==> config.mk <==
export PLATFORM = sky130hd
export DESIGN_NAME = alu_shift_writeback_flat
export DESIGN_NICKNAME = d
export VERILOG_FILES = /design/src/rtl/alu_shift_writeback_if.sv /design/src/rtl/alu_shift_writeback.sv /design/src/flat_wrapper.sv
export SDC_FILE = /design/constraint.sdc
export NUM_CORES = 1
export LEC_CHECK = 0
export BUFFER_PORTS_ARGS = -buffer_cell sky130_fd_sc_hd__buf_2
export CORE_AREA = 8 8 93 112
export CTS_CLUSTER_SIZE = 20
export DETAILED_ROUTE_END_ITERATION = 10
export DIE_AREA = 0 0 101 120
export PLACE_DENSITY_LB_ADDON = 0.15
export SYNTH_ARGS = -nofsm -noshare
export SYNTH_HDL_FRONTEND = slang
export SYNTH_SLANG_ARGS = --single-unit
==> constraint.sdc <==
create_clock -name clk -period 5.4 [get_ports clk]
set_clock_uncertainty 0.2 [all_clocks]
set_input_delay 0.54 -clock clk [delete_from_list [all_inputs] [get_ports clk]]
set_output_delay 0.54 -clock clk [all_outputs]
set_load 0.005 [all_outputs]
==> src/rtl/alu_shift_writeback_if.sv <==
// ----------------------------------------------------------------------------
// alu_shift_writeback_if
//
// Bundles the signals of the shift-writeback stage. These are the shifter
// result handshake, the register-file write port, the status flags, the
// occupancy count and, when WB_BYPASS_EN is defined, the operand bypass
// lookup.
//
// Modports:
//   master - the environment side. It drives the shifter results, wb_grant
//            and byp_rs, and observes the stage outputs.
//   slave  - the alu_shift_writeback stage itself.
//
// Signals:
//   in_valid/in_ready            result handshake
//   in_result/in_rd/in_carry/in_setf  result payload
//   wb_grant                     register-file write port granted
//   rf_we/rf_waddr/rf_wdata      register-file write port
//   flag_z/flag_n/flag_c         status flags
//   count                        buffered entries (CNT_W bits)
//   byp_rs/byp_hit/byp_data      bypass lookup (only with WB_BYPASS_EN)
// ----------------------------------------------------------------------------
interface alu_shift_writeback_if #(
    parameter int unsigned CNT_W = 2
);
    logic             in_valid;
    logic             in_ready;
    logic [31:0]      in_result;
    logic [4:0]       in_rd;
    logic             in_carry;
    logic             in_setf;
    logic             wb_grant;
    logic             rf_we;
    logic [4:0]       rf_waddr;
    logic [31:0]      rf_wdata;
    logic             flag_z;
    logic             flag_n;
    logic             flag_c;
    logic [CNT_W-1:0] count;
`ifdef WB_BYPASS_EN
    logic [4:0]       byp_rs;
    logic             byp_hit;
    logic [31:0]      byp_data;
`endif

`ifdef WB_BYPASS_EN
    modport master (
        output in_valid, in_result, in_rd, in_carry, in_setf, wb_grant, byp_rs,
        input  in_ready, rf_we, rf_waddr, rf_wdata, flag_z, flag_n, flag_c, count,
        input  byp_hit, byp_data
    );
    modport slave (
        input  in_valid, in_result, in_rd, in_carry, in_setf, wb_grant, byp_rs,
        output in_ready, rf_we, rf_waddr, rf_wdata, flag_z, flag_n, flag_c, count,
        output byp_hit, byp_data
    );
`else
    modport master (
        output in_valid, in_result, in_rd, in_carry, in_setf, wb_grant,
        input  in_ready, rf_we, rf_waddr, rf_wdata, flag_z, flag_n, flag_c, count
    );
    modport slave (
        input  in_valid, in_result, in_rd, in_carry, in_setf, wb_grant,
        output in_ready, rf_we, rf_waddr, rf_wdata, flag_z, flag_n, flag_c, count
    );
`endif
endinterface

==> src/rtl/alu_shift_writeback.sv <==
// ----------------------------------------------------------------------------
// alu_shift_writeback
//
// Writeback stage behind the 32-bit logical-shift-right unit. Shift results
// are buffered in a small circular FIFO together with their destination
// register, carry-out and set-flags bit. The results are drained in order,
// one per cycle in which the shared register-file write port is granted. The
// Z/N/C flags are updated as entries retire.
//
// Ports:
//   clk  - rising-edge clock
//   rst  - synchronous active-high reset
//   bus  - alu_shift_writeback_if.slave. It carries the result handshake, the
//          register-file write port, the flags, the occupancy count and the
//          optional bypass lookup.
//
// Parameters:
//   DEPTH - buffer entries, power of two in 2..8
//   CNT_W - occupancy count width, equal to clog2(DEPTH+1)
//
// Configuration:
//   WB_BYPASS_EN - when defined, adds a combinational bypass lookup
//                  (byp_rs -> byp_hit/byp_data) over the buffered entries
//                  and the output register. When undefined, no comparators
//                  are built.
// ----------------------------------------------------------------------------
module alu_shift_writeback #(
    parameter int unsigned DEPTH = 2,
    parameter int unsigned CNT_W = 2
) (
    input logic                 clk,
    input logic                 rst,
    alu_shift_writeback_if.slave bus
);

    localparam int unsigned PTR_W = (DEPTH > 1) ? $clog2(DEPTH) : 1;

    // Buffer storage
    logic [31:0] mem_result_q [DEPTH];
    logic [4:0]  mem_rd_q     [DEPTH];
    logic        mem_carry_q  [DEPTH];
    logic        mem_setf_q   [DEPTH];

    logic [PTR_W-1:0] wr_ptr_q, wr_ptr_d;
    logic [PTR_W-1:0] rd_ptr_q, rd_ptr_d;
    logic [CNT_W-1:0] count_q, count_d;

    // Output register
    logic        rf_we_q, rf_we_d;
    logic [4:0]  rf_waddr_q, rf_waddr_d;
    logic [31:0] rf_wdata_q, rf_wdata_d;
    logic        flag_z_q, flag_z_d;
    logic        flag_n_q, flag_n_d;
    logic        flag_c_q, flag_c_d;

    logic full;
    logic push;
    logic pop;

    logic [31:0] head_result;
    logic [4:0]  head_rd;
    logic        head_carry;
    logic        head_setf;

    // in_ready looks only at the registered count. It does not anticipate a
    // same-cycle pop, which keeps it off the wb_grant arbitration path.
    assign full = (count_q == CNT_W'(DEPTH));
    assign push = bus.in_valid && !full;
    assign pop  = (count_q != '0) && bus.wb_grant;

    assign head_result = mem_result_q[rd_ptr_q];
    assign head_rd     = mem_rd_q[rd_ptr_q];
    assign head_carry  = mem_carry_q[rd_ptr_q];
    assign head_setf   = mem_setf_q[rd_ptr_q];

    // Pointer and occupancy next state. DEPTH is a power of two, so the
    // natural pointer wrap gives the modulo-DEPTH behaviour.
    always_comb begin
        wr_ptr_d = wr_ptr_q;
        rd_ptr_d = rd_ptr_q;
        count_d  = count_q;
        if (push) begin
            wr_ptr_d = wr_ptr_q + PTR_W'(1);
        end
        if (pop) begin
            rd_ptr_d = rd_ptr_q + PTR_W'(1);
        end
        if (push && !pop) begin
            count_d = count_q + CNT_W'(1);
        end else if (pop && !push) begin
            count_d = count_q - CNT_W'(1);
        end
    end

    // Output register next state. An r0 destination still retires and may
    // update the flags, but it never raises the write enable.
    always_comb begin
        rf_we_d    = pop && (head_rd != 5'd0);
        rf_waddr_d = rf_waddr_q;
        rf_wdata_d = rf_wdata_q;
        flag_z_d   = flag_z_q;
        flag_n_d   = flag_n_q;
        flag_c_d   = flag_c_q;
        if (pop) begin
            rf_waddr_d = head_rd;
            rf_wdata_d = head_result;
            if (head_setf) begin
                flag_z_d = (head_result == 32'd0);
                flag_n_d = head_result[31];
                flag_c_d = head_carry;
            end
        end
    end

    always_ff @(posedge clk) begin
        if (rst) begin
            wr_ptr_q   <= '0;
            rd_ptr_q   <= '0;
            count_q    <= '0;
            rf_we_q    <= 1'b0;
            rf_waddr_q <= 5'd0;
            rf_wdata_q <= 32'd0;
            flag_z_q   <= 1'b0;
            flag_n_q   <= 1'b0;
            flag_c_q   <= 1'b0;
        end else begin
            wr_ptr_q   <= wr_ptr_d;
            rd_ptr_q   <= rd_ptr_d;
            count_q    <= count_d;
            rf_we_q    <= rf_we_d;
            rf_waddr_q <= rf_waddr_d;
            rf_wdata_q <= rf_wdata_d;
            flag_z_q   <= flag_z_d;
            flag_n_q   <= flag_n_d;
            flag_c_q   <= flag_c_d;
        end
    end

    // Storage has no reset. Reset empties the buffer through the pointers
    // and the count, so stale contents are never observed.
    always_ff @(posedge clk) begin
        if (push && !rst) begin
            mem_result_q[wr_ptr_q] <= bus.in_result;
            mem_rd_q[wr_ptr_q]     <= bus.in_rd;
            mem_carry_q[wr_ptr_q]  <= bus.in_carry;
            mem_setf_q[wr_ptr_q]   <= bus.in_setf;
        end
    end

    assign bus.in_ready = !full;
    assign bus.rf_we    = rf_we_q;
    assign bus.rf_waddr = rf_waddr_q;
    assign bus.rf_wdata = rf_wdata_q;
    assign bus.flag_z   = flag_z_q;
    assign bus.flag_n   = flag_n_q;
    assign bus.flag_c   = flag_c_q;
    assign bus.count    = count_q;

`ifdef WB_BYPASS_EN
    logic             byp_hit;
    logic [31:0]      byp_data;
    logic [PTR_W-1:0] byp_idx;

    // Scan from oldest to newest so that later matches override earlier
    // ones. The output register is the oldest value, so it is checked first.
    always_comb begin
        byp_hit  = 1'b0;
        byp_data = 32'd0;
        byp_idx  = '0;
        if (bus.byp_rs != 5'd0) begin
            if (rf_we_q && (rf_waddr_q == bus.byp_rs)) begin
                byp_hit  = 1'b1;
                byp_data = rf_wdata_q;
            end
            for (int unsigned i = 0; i < DEPTH; i++) begin
                byp_idx = rd_ptr_q + PTR_W'(i);
                if ((CNT_W'(i) < count_q) && (mem_rd_q[byp_idx] == bus.byp_rs)) begin
                    byp_hit  = 1'b1;
                    byp_data = mem_result_q[byp_idx];
                end
            end
        end
    end

    assign bus.byp_hit  = byp_hit;
    assign bus.byp_data = byp_data;
`endif

endmodule
==> src/flat_wrapper.sv <==
// flat-port wrapper written by rule: the top's interface ports become plain ports
module alu_shift_writeback_flat 
#(
    parameter int unsigned DEPTH = 2,
    parameter int unsigned CNT_W = 2
)
  (clk, rst, bus_in_valid, bus_in_result, bus_in_rd, bus_in_carry, bus_in_setf, bus_wb_grant, bus_in_ready, bus_rf_we, bus_rf_waddr, bus_rf_wdata, bus_flag_z, bus_flag_n, bus_flag_c, bus_count);
  alu_shift_writeback_if #(.CNT_W(CNT_W)) bus_i ();
  input logic clk;
  input logic rst;
  input wire logic [$bits(bus_i.in_valid)-1:0] bus_in_valid;
  input wire logic [$bits(bus_i.in_result)-1:0] bus_in_result;
  input wire logic [$bits(bus_i.in_rd)-1:0] bus_in_rd;
  input wire logic [$bits(bus_i.in_carry)-1:0] bus_in_carry;
  input wire logic [$bits(bus_i.in_setf)-1:0] bus_in_setf;
  input wire logic [$bits(bus_i.wb_grant)-1:0] bus_wb_grant;
  output wire logic [$bits(bus_i.in_ready)-1:0] bus_in_ready;
  output wire logic [$bits(bus_i.rf_we)-1:0] bus_rf_we;
  output wire logic [$bits(bus_i.rf_waddr)-1:0] bus_rf_waddr;
  output wire logic [$bits(bus_i.rf_wdata)-1:0] bus_rf_wdata;
  output wire logic [$bits(bus_i.flag_z)-1:0] bus_flag_z;
  output wire logic [$bits(bus_i.flag_n)-1:0] bus_flag_n;
  output wire logic [$bits(bus_i.flag_c)-1:0] bus_flag_c;
  output wire logic [$bits(bus_i.count)-1:0] bus_count;
  assign bus_i.in_valid = bus_in_valid;
  assign bus_i.in_result = bus_in_result;
  assign bus_i.in_rd = bus_in_rd;
  assign bus_i.in_carry = bus_in_carry;
  assign bus_i.in_setf = bus_in_setf;
  assign bus_i.wb_grant = bus_wb_grant;
  assign bus_in_ready = bus_i.in_ready;
  assign bus_rf_we = bus_i.rf_we;
  assign bus_rf_waddr = bus_i.rf_waddr;
  assign bus_rf_wdata = bus_i.rf_wdata;
  assign bus_flag_z = bus_i.flag_z;
  assign bus_flag_n = bus_i.flag_n;
  assign bus_flag_c = bus_i.flag_c;
  assign bus_count = bus_i.count;
  alu_shift_writeback #(.DEPTH(DEPTH), .CNT_W(CNT_W)) u_core (.clk(clk), .rst(rst), .bus(bus_i));
endmodule
Word-level counts from Yosys, hierarchy flattened
Memory sizes are Yosys's and may differ from the RTL's. A register that Yosys moved wholly into a read port is not among the register bits.
Index checks and enable logic that the tools add are counted.
{ "classes": {"addsub": 4, "n_eq_ne": 1, "mux": 10, "reduce_logical": 15} }
{ "op_table": {"columns": ["cell", "count"], "rows": [
  ["32-bit logical NOT", 1],
  ["1-bit 2-to-1 mux", 8],
  ["1-bit logical AND", 6],
  ["5-bit nonzero test", 1],
  ["1-bit logical NOT", 4],
  ["2-bit 2-to-1 mux", 2],
  ["2-bit nonzero test", 2],
  ["1-bit adder, second input constant", 2],
  ["2-bit by 1-bit adder with 2-bit output, second input constant", 1],
  ["2-bit == test, second input constant", 1],
  ["2-bit AND reduction", 1],
  ["2-bit by 1-bit subtractor with 2-bit output, second input constant", 1]
]} }
{ "word_totals": {"ff_bits": 44, "ramBits": 78, "out_inout_bits": 44, "mem_count": 4} }
{ "mem_list": {"columns": ["memory", "words", "word_bits", "read_ports", "rd_clocked_by_memory_dff", "write_ports", "line_no", "text"], "rows": [
  ["u_core.mem_result_q", 2, 32, 1, 1, 1, "alu_shift_writeback.sv:39", "logic [31:0] mem_result_q [DEPTH];"],
  ["u_core.mem_rd_q", 2, 5, 1, 1, 1, "alu_shift_writeback.sv:40", "logic [4:0] mem_rd_q [DEPTH];"],
  ["u_core.mem_carry_q", 2, 1, 1, 1, 1, "alu_shift_writeback.sv:41", "logic mem_carry_q [DEPTH];"],
  ["u_core.mem_setf_q", 2, 1, 1, 1, 1, "alu_shift_writeback.sv:42", "logic mem_setf_q [DEPTH];"]
]} }

Longest topological paths before layout
Gate-level depths: netlist (run 1).
{ "logic_depth": {"ltp_word": 7, "ltp_mapped": 7, "ltp_nobuf": 7} }

Least setup slack after synthesis (run 1)
No wires, ideal clock.
{ "synth_path": {"kind": "input-to-reg", "startpoint": "in rst", "endpoint": "mem u_core.mem_carry_q[1] (enable)", "setup_ps": 492, "arrival_time_ps": 3665, "required_time_ps": 4708, "slack_ps": 1043, "path_stages": 2, "path_buffers": 1, "path_cell_list": "clkbuf_1 nor3b_1"} }
{ "synth_between": {"elab_chain_len": 4} }
{ "synth_lines": {"columns": ["item", "line_no", "text"], "rows": [
  ["start, declared", "flat_wrapper.sv:10", "input logic rst;"],
  ["1-bit logical NOT", "alu_shift_writeback.sv:142", "if (push && !rst) begin"],
  ["1-bit logical AND", "alu_shift_writeback.sv:142", null],
  ["1-bit 2-to-1 mux", "alu_shift_writeback.sv:142", null],
  ["1-bit 2-to-1 mux (not written as such)", "alu_shift_writeback.sv:145", "mem_carry_q[wr_ptr_q] <= bus.in_carry;"],
  ["end, declared", "alu_shift_writeback.sv:41", null]
]} }
No other way between the ends.

Worst setup path after layout (run 1)
{ "layout_path": {"startpoint": "reg u_core.count_q[0] (netlist: u_core.bus.count[0])", "endpoint": "mem u_core.mem_result_q[1][30] (enable)"} }
{ "layout_between": {"elab_chain_len": 6} }
{ "layout_lines": {"columns": ["item", "line_no", "text"], "rows": [
  ["start, declared", "alu_shift_writeback.sv:46", "logic [CNT_W-1:0] count_q, count_d;"],
  ["start signal, assigned", "alu_shift_writeback.sv:129", "count_q <= count_d;"],
  ["2-bit == test", "alu_shift_writeback.sv:67", "assign full = (count_q == CNT_W'(DEPTH));"],
  ["1-bit logical NOT", "alu_shift_writeback.sv:68", "assign push = bus.in_valid && !full;"],
  ["1-bit logical AND", "alu_shift_writeback.sv:68", null],
  ["1-bit logical AND", "alu_shift_writeback.sv:142", null],
  ["1-bit 2-to-1 mux", "alu_shift_writeback.sv:142", null],
  ["1-bit 2-to-1 mux (not written as such)", "alu_shift_writeback.sv:143", "mem_result_q[wr_ptr_q] <= bus.in_result;"],
  ["end, declared", "alu_shift_writeback.sv:39", null]
]} }
No other way between the ends.

==> impl_metrics.json, run 1 <==
{
  "critPathBufInv": 1,
  "place_hpwl_um": 6050,
  "arrival_ns": 2.50,
  "post_drt_via_cell_ratio": 5.16,
  "die_w_um": 101,
  "drtIter0Drc": 83,
  "ys_seq_area_share_pct": 72.1,
  "clk_pin_slew_ns": 0.05,
  "gp_congestion": 0.744,
  "final_util_pct": 65.3,
  "ys_seq_elements": 124,
  "htreeDepth": 4,
  "crit_fanout": 29,
  "crit_path_max_incr_delay_ns": 0.77,
  "start_kind": "register",
  "met2_length_um": 4440,
  "cts.sinks": 124,
  "whs_path_depth": 1,
  "slew_viol_final": 0,
  "outcome": "completed",
  "wl_per_cell_um": 16.4,
  "antenna_cells": 0,
  "worstHoldStart": "bus_in_result[24]",
  "die_h_um": 120,
  "multiInputGateArea_sq_um": 1170,
  "relSlewSlack_pct": 35.5,
  "cp_cell_sequence": "nand2b_1 > nand2_1 > nor3b_2 > buf_4",
  "grt_start_max_net_pins": 77,
  "clk_path_buf_depth": 2,
  "yosysWarningCount": 0,
  "boundaryPins": 87,
  "final-hold-violation-count": 0,
  "crit_path_top_delay_cell": "nor3b_2",
  "wl_met1_um": 3810,
  "syn-instance-count": 308,
  "dr_total_vias": 2817,
  "p_leak_nw": 2.09,
  "rows": 38,
  "antenna_left": 0,
  "cts_tree": "built",
  "clk_latency_ns": 0.51,
  "critical-path-top-delay-family": "simple AND/OR/NAND/NOR gates",
  "drc_errors": 0,
  "rsz0062_at_grt": "false",
  "final_nets": 459,
  "register_area_sq_um": 3260,
  "port_buffers": 86,
  "p_per_area_nw_per_um2": 479,
  "final_layout_size_suffix_gt1_share_pct": 28.6,
  "reg2reg_to": "u_core.mem_result_q[1][30]",
  "grt_usage_pct": 15.6,
  "setup_tns_ns": 0,
  "yosysTopAreaCell": "edfxtp_1",
  "synth_nets": 352,
  "root_buffer": "clkbuf_8",
  "drtPass1Iterations": 4,
  "syn2layout_area_growth_pct": 26.3,
  "cts_buffers": 17,
  "worstPathRequired_ns": 5.37,
  "grt_pass1_wl_um": 14100,
  "hold_class": "in2reg",
  "synth_area_sq_um": 4520,
  "fill_cells": 681,
  "r2r_cells": 4,
  "grt_antenna_before_repair": 0,
  "tightest_slew_ns": 0.968,
  "grt-ovfl-total": 0,
  "dieArea_sq_um": 12100,
  "route.met3.wl_um": 548,
  "synthTopCellsByArea": "edfxtp_1 52%, dfxtp_1 20%, mux2i_1 8.6%, a211oi_1 6.5%, nor2_1 3.7%",
  "synth_top_area_share_pct": 51.8,
  "start_util_pct": 51.7,
  "postSynthAreaPerCell_sq_um": 14.7,
  "fin_total_pwr_mw": 2.74,
  "min_period_ns": 2.54,
  "top_layer": "met4",
  "rrSetupSlack_ns": 2.86,
  "max_freq_mhz": 394,
  "finalSetupViolations": 0,
  "ir_worst_vdd_uv": 298,
  "postRouteWirelength_um": 8970,
  "cap_violations": 0,
  "synth_cell_types": 29,
  "core_area_sq_um": 8750,
  "path_class": "reg2reg",
  "whs_endpoint": "u_core.mem_result_q[0][24]",
  "cp-end-kind": "register",
  "r2r_start": "u_core.bus.count[0]",
  "cts_resized": 0,
  "grt_pass1_vias": 2849,
  "timing.final.crit_share_pct": 46.9
}
per-layer routing:
metal | track usage [%] | up-vias
li1 | - | 1404
met1 | 17.9 | 1323
met2 | 25.3 | 75
met3 | 5.33 | 15
met4 | 7.84 | 0
met5 | 0 | -
Yosys cell counts (all sizes together):
cell type / instances
edfxtp: 78
dfxtp: 46
nor2: 46
a211oi: 39
mux2i: 39
nor4: 16
buf: 12
clkbuf: 6
xor2: 3
and4: 2
inv: 2
nand4: 2
nor3: 2
or3: 2
or4: 2
a2111oi: 1
a21oi: 1
a311oi: 1
ha: 1
nand2: 1
nand2b: 1
nand3: 1
nor3b: 1
o21a: 1
o21ai: 1
xnor2: 1
worst max path at each step:
stage,start,endpoint,slack (ns),cells after the start
CTS,u_core.bus.count[0],u_core.bus.count[1],2.82,6
detailed placement,rst,u_core.mem_result_q[1][6],2.50,3
global placement,rst,u_core.mem_result_q[1][6],2.54,3
finish,u_core.bus.count[0],u_core.mem_result_q[1][30],2.86,4
global route,u_core.bus.count[0],u_core.mem_result_q[1][21],2.67,4
floorplan,rst,u_core.mem_carry_q[1],1.04,2
registers in the layout (all words and copies together) (netlist names), 2 cells and up, named ones only:
name,flops
u_core.bus.count,2
u_core.mem_rd_q,10
u_core.mem_setf_q,2
u_core.mem_result_q,64
u_core.mem_carry_q,2
u_core.bus.rf_wdata,32
u_core.bus.rf_waddr,5
report_power, final:
part / leakage (nW) / switching, mW / internal, mW
Sequential: 1.09 / 0.0951 / 1.17
Combinational: 0.752 / 0.290 / 0.244
Clock: 0.244 / 0.349 / 0.590
Total: 2.09 / 0.733 / 2.00
cell families after synthesis:
kind of cell,Yosys count,synth area share [%]
compound gates,44,7.39
flops,124,72.1
simple gates,76,8.63
fa+ha+maj,1,0.277
mux,39,8.63
xor+xnor,4,0.775
buf+inv,20,2.16
metrics by stage:
step	worst slack (ns)	hold slack [ns]	instance area [sq um]	cells
2_1_floorplan	1.04	0.294	4520	308
4_1_cts	2.82	0.000853	5710	546
6_report	2.86	0.0235	5710	546
3_3_place_gp	2.54	0.287	5060	500
3_5_place_dp	2.50	0.290	5060	500
5_1_grt	2.67	0.0129	5710	546
placed cells by master (no fill, tap or decap), types with 7 or more instances in the layout:
master	n
edfxtp_1	78
mux2i_1	39
a211oi_1	39
buf_2	86
dfxtp_1	45
clkbuf_16	16
nor4_1	12
dlygate4sd3_1	16
nor2_1	45
clkbuf_1	7
layout make-up:
cell class                 instances  area share (%)
sequential                       124            57.2
clock inverter                     3           0.241
inverter                           2           0.131
clock buffer                      27            8.43
tap                              120            2.63
timing repair buffer             106            10.9
multi-input combinational        164            20.5
timing repair:
item                      CTS  global route
setup buffers               0             0
hold endpoints to repair   30             0
hold buffers               16             0
(Power assumes the default switching activity.)
==> run 2: changes to the inputs <==
- CORE_AREA: 8 8 93 112 -> 8 8 97 117
- DIE_AREA: 0 0 101 120 -> 0 0 105 125
- clock period: 5.4 -> 2.1 ns (I/O delays scaled with it)
==> run 2 against run 1 <==
  * Combinational power grew to 2.8 times the previous value
  * Clock power grew to 3.3 times the previous value
  * Cell count grew 6.2%
  * Total power grew to 2.9 times the previous value
  * Routed wire length grew 9.7%
  * Hold slack lost 0.0044 ns
  * Critical path depth is the same
  * Utilization shrank 0.68 points
  * Sequential share of layout area shrank 4.5 points
  * Via count grew 4.8%
  * Register-to-register slack lost 2.6 ns
  * Maximum frequency grew 36%
  * Critical endpoint is now u_core.bus.flag_z
==> impl_metrics.json, run 2 (synthesis results as in run 1) <==
{
  "outcome": "completed",
  "multiInputGateArea_sq_um": 1200,
  "layout_common_cells": "86 x buf_2, 78 x edfxtp_1, 45 x nor2_1, 44 x dfxtp_1, 40 x dlygate4sd3_1",
  "postRouteWirelength_um": 9840,
  "clk_pin_slew_ns": 0.05,
  "dr_total_vias": 2953,
  "grt-ovfl-total": 0,
  "start_kind": "register",
  "worstHoldStart": "bus_in_valid",
  "syn2layout_area_growth_pct": 37.3,
  "grt_usage_pct": 15.7,
  "start_util_pct": 47.1,
  "relSlewSlack_pct": 69.5,
  "max_freq_mhz": 538,
  "antenna_left": 0,
  "core_area_sq_um": 9610,
  "fill_cells": 754,
  "finalNonFillerCells": 580,
  "cts_buffers": 17,
  "p_per_area_nw_per_um2": 1270,
  "tightest_slew_ns": 0.457,
  "root_buffer": "clkbuf_16",
  "antenna_cells": 0,
  "grt_pass1_vias": 3237,
  "rows": 40,
  "met2_length_um": 5130,
  "timing.final.crit_share_pct": 88.5,
  "rrSetupSlack_ns": 0.24,
  "cts_tree": "built",
  "place_inst": 508,
  "path_class": "reg2reg",
  "min_period_ns": 1.86,
  "crit_fanout": 2,
  "slew_viol_final": 0,
  "wl_per_cell_um": 17.0,
  "whs_path_depth": 4,
  "rsz0062_at_grt": "false",
  "largest_reg_flops": 64,
  "drtIter0Drc": 85,
  "worstPathRequired_ns": 2.21,
  "dieArea_sq_um": 13100,
  "r2r_start": "u_core.mem_result_q[0][29]",
  "post_cts_buffers": 0,
  "reg2reg_to": "u_core.bus.flag_z",
  "cap_violations": 0,
  "final_common_cell": "buf_2",
  "route.met3.wl_um": 559,
  "boundaryPins": 87,
  "arrival_ns": 1.97,
  "final-hold-violation-count": 0,
  "drtPass1Iterations": 4,
  "finalSetupViolations": 0,
  "hold_class": "in2reg",
  "post_drt_via_cell_ratio": 5.09,
  "htreeDepth": 4,
  "grt_start_max_net_pins": 76,
  "grt_pass1_wl_um": 16000,
  "grt_antenna_before_repair": 0,
  "whs_endpoint": "u_core.wr_ptr_q",
  "top_layer": "met4",
  "ir_worst_vdd_uv": 728,
  "register_area_sq_um": 3270,
  "p_leak_nw": 2.29,
  "port_buffers": 86,
  "final_layout_size_suffix_gt1_share_pct": 29.7,
  "gp_congestion": 0.690,
  "cp-end-kind": "register",
  "place_hpwl_um": 6490,
  "clk_latency_ns": 0.40,
  "cts.sinks": 124,
  "final_nets": 485,
  "top_register": "u_core.mem_result_q",
  "r2r_cells": 4,
  "die_w_um": 105,
  "worst_hold_slack_ns": 0.0191,
  "drc_errors": 0,
  "die_h_um": 125,
  "wl_met1_um": 4030,
  "clk_path_buf_depth": 2
}
run 2: changes by cell type in the layout (fill, tap and decap cells not counted), moves of 2 or more:
cell           change
clkbuf_8           -2
clkinvlp_4         +3
dlygate4sd3_1     +24
clkbuf_1           -7
buf_4              -2
bufinv_16          +5
buf_12             +4
run 2: power breakdown:
group	internal (mW)	switching [mW]	total, mW	leakage (nW)
sequential	3.01	0.248	3.26	1.09
combinational	0.720	0.796	1.52	0.885
clock	2.15	0.989	3.14	0.310
run 2: worst max-delay path, stage by stage, from the launching register on:
cell,delay [ns]
edfxtp_1,0.40
nor4_1,0.44
nand4_1,0.14
or3_1,0.34
a311oi_2,0.26
run 2: worst max path at each step:
stage / startpoint / to / slack (ns) / depth (start not counted)
after floorplan: u_core.bus.count[0] / u_core.mem_carry_q[1] / -0.15 / 3
after global placement: u_core.mem_result_q[0][29] / u_core.bus.flag_z / 0.22 / 4
after detailed placement: u_core.mem_result_q[0][29] / u_core.bus.flag_z / 0.20 / 4
after CTS: u_core.mem_result_q[0][29] / u_core.bus.flag_z / 0.20 / 4
after global routing: u_core.mem_result_q[0][29] / u_core.bus.flag_z / 0.15 / 4
final: u_core.mem_result_q[0][29] / u_core.bus.flag_z / 0.24 / 4
run 2: cell type report:
class	count	share of cell area, %
Clock buffer	19	7.30
Clock inverter	13	3.14
Inverter	2	0.121
Multi-Input combinational cell	164	19.3
Sequential cell	124	52.6
Tap cell	126	2.54
Timing Repair Buffer	132	14.9
run 2: per-layer routing:
layer,up-vias,track usage (%)
met4,0,6.40
met3,11,5.45
met2,75,27.2
met1,1415,17.0
li1,1452,-
met5,-,0
run 2: timing repair:
item | CTS | global route
endpoints found under the hold margin | 83 | 0
hold buffers | 40 | 0
gates resized for setup | 0 | 0
run 2: stage by stage:
| step | area, sq um | worst slack (ns) | utilization [%] | setup TNS [ns] | total power, mW |
|---|---|---|---|---|---|
| floorplan | 4560 | -0.152 | - | -6.98 | 4.23 |
| finish | 6210 | 0.242 | 64.6 | 0 | 7.91 |
| global route | 6210 | 0.152 | 64.6 | 0 | 8.29 |
| CTS | 6210 | 0.195 | 64.6 | 0 | 8.00 |
| detailed placement | 5160 | 0.203 | 53.7 | 0 | 4.80 |
| global placement | 5160 | 0.225 | 53.7 | 0 | 4.74 |
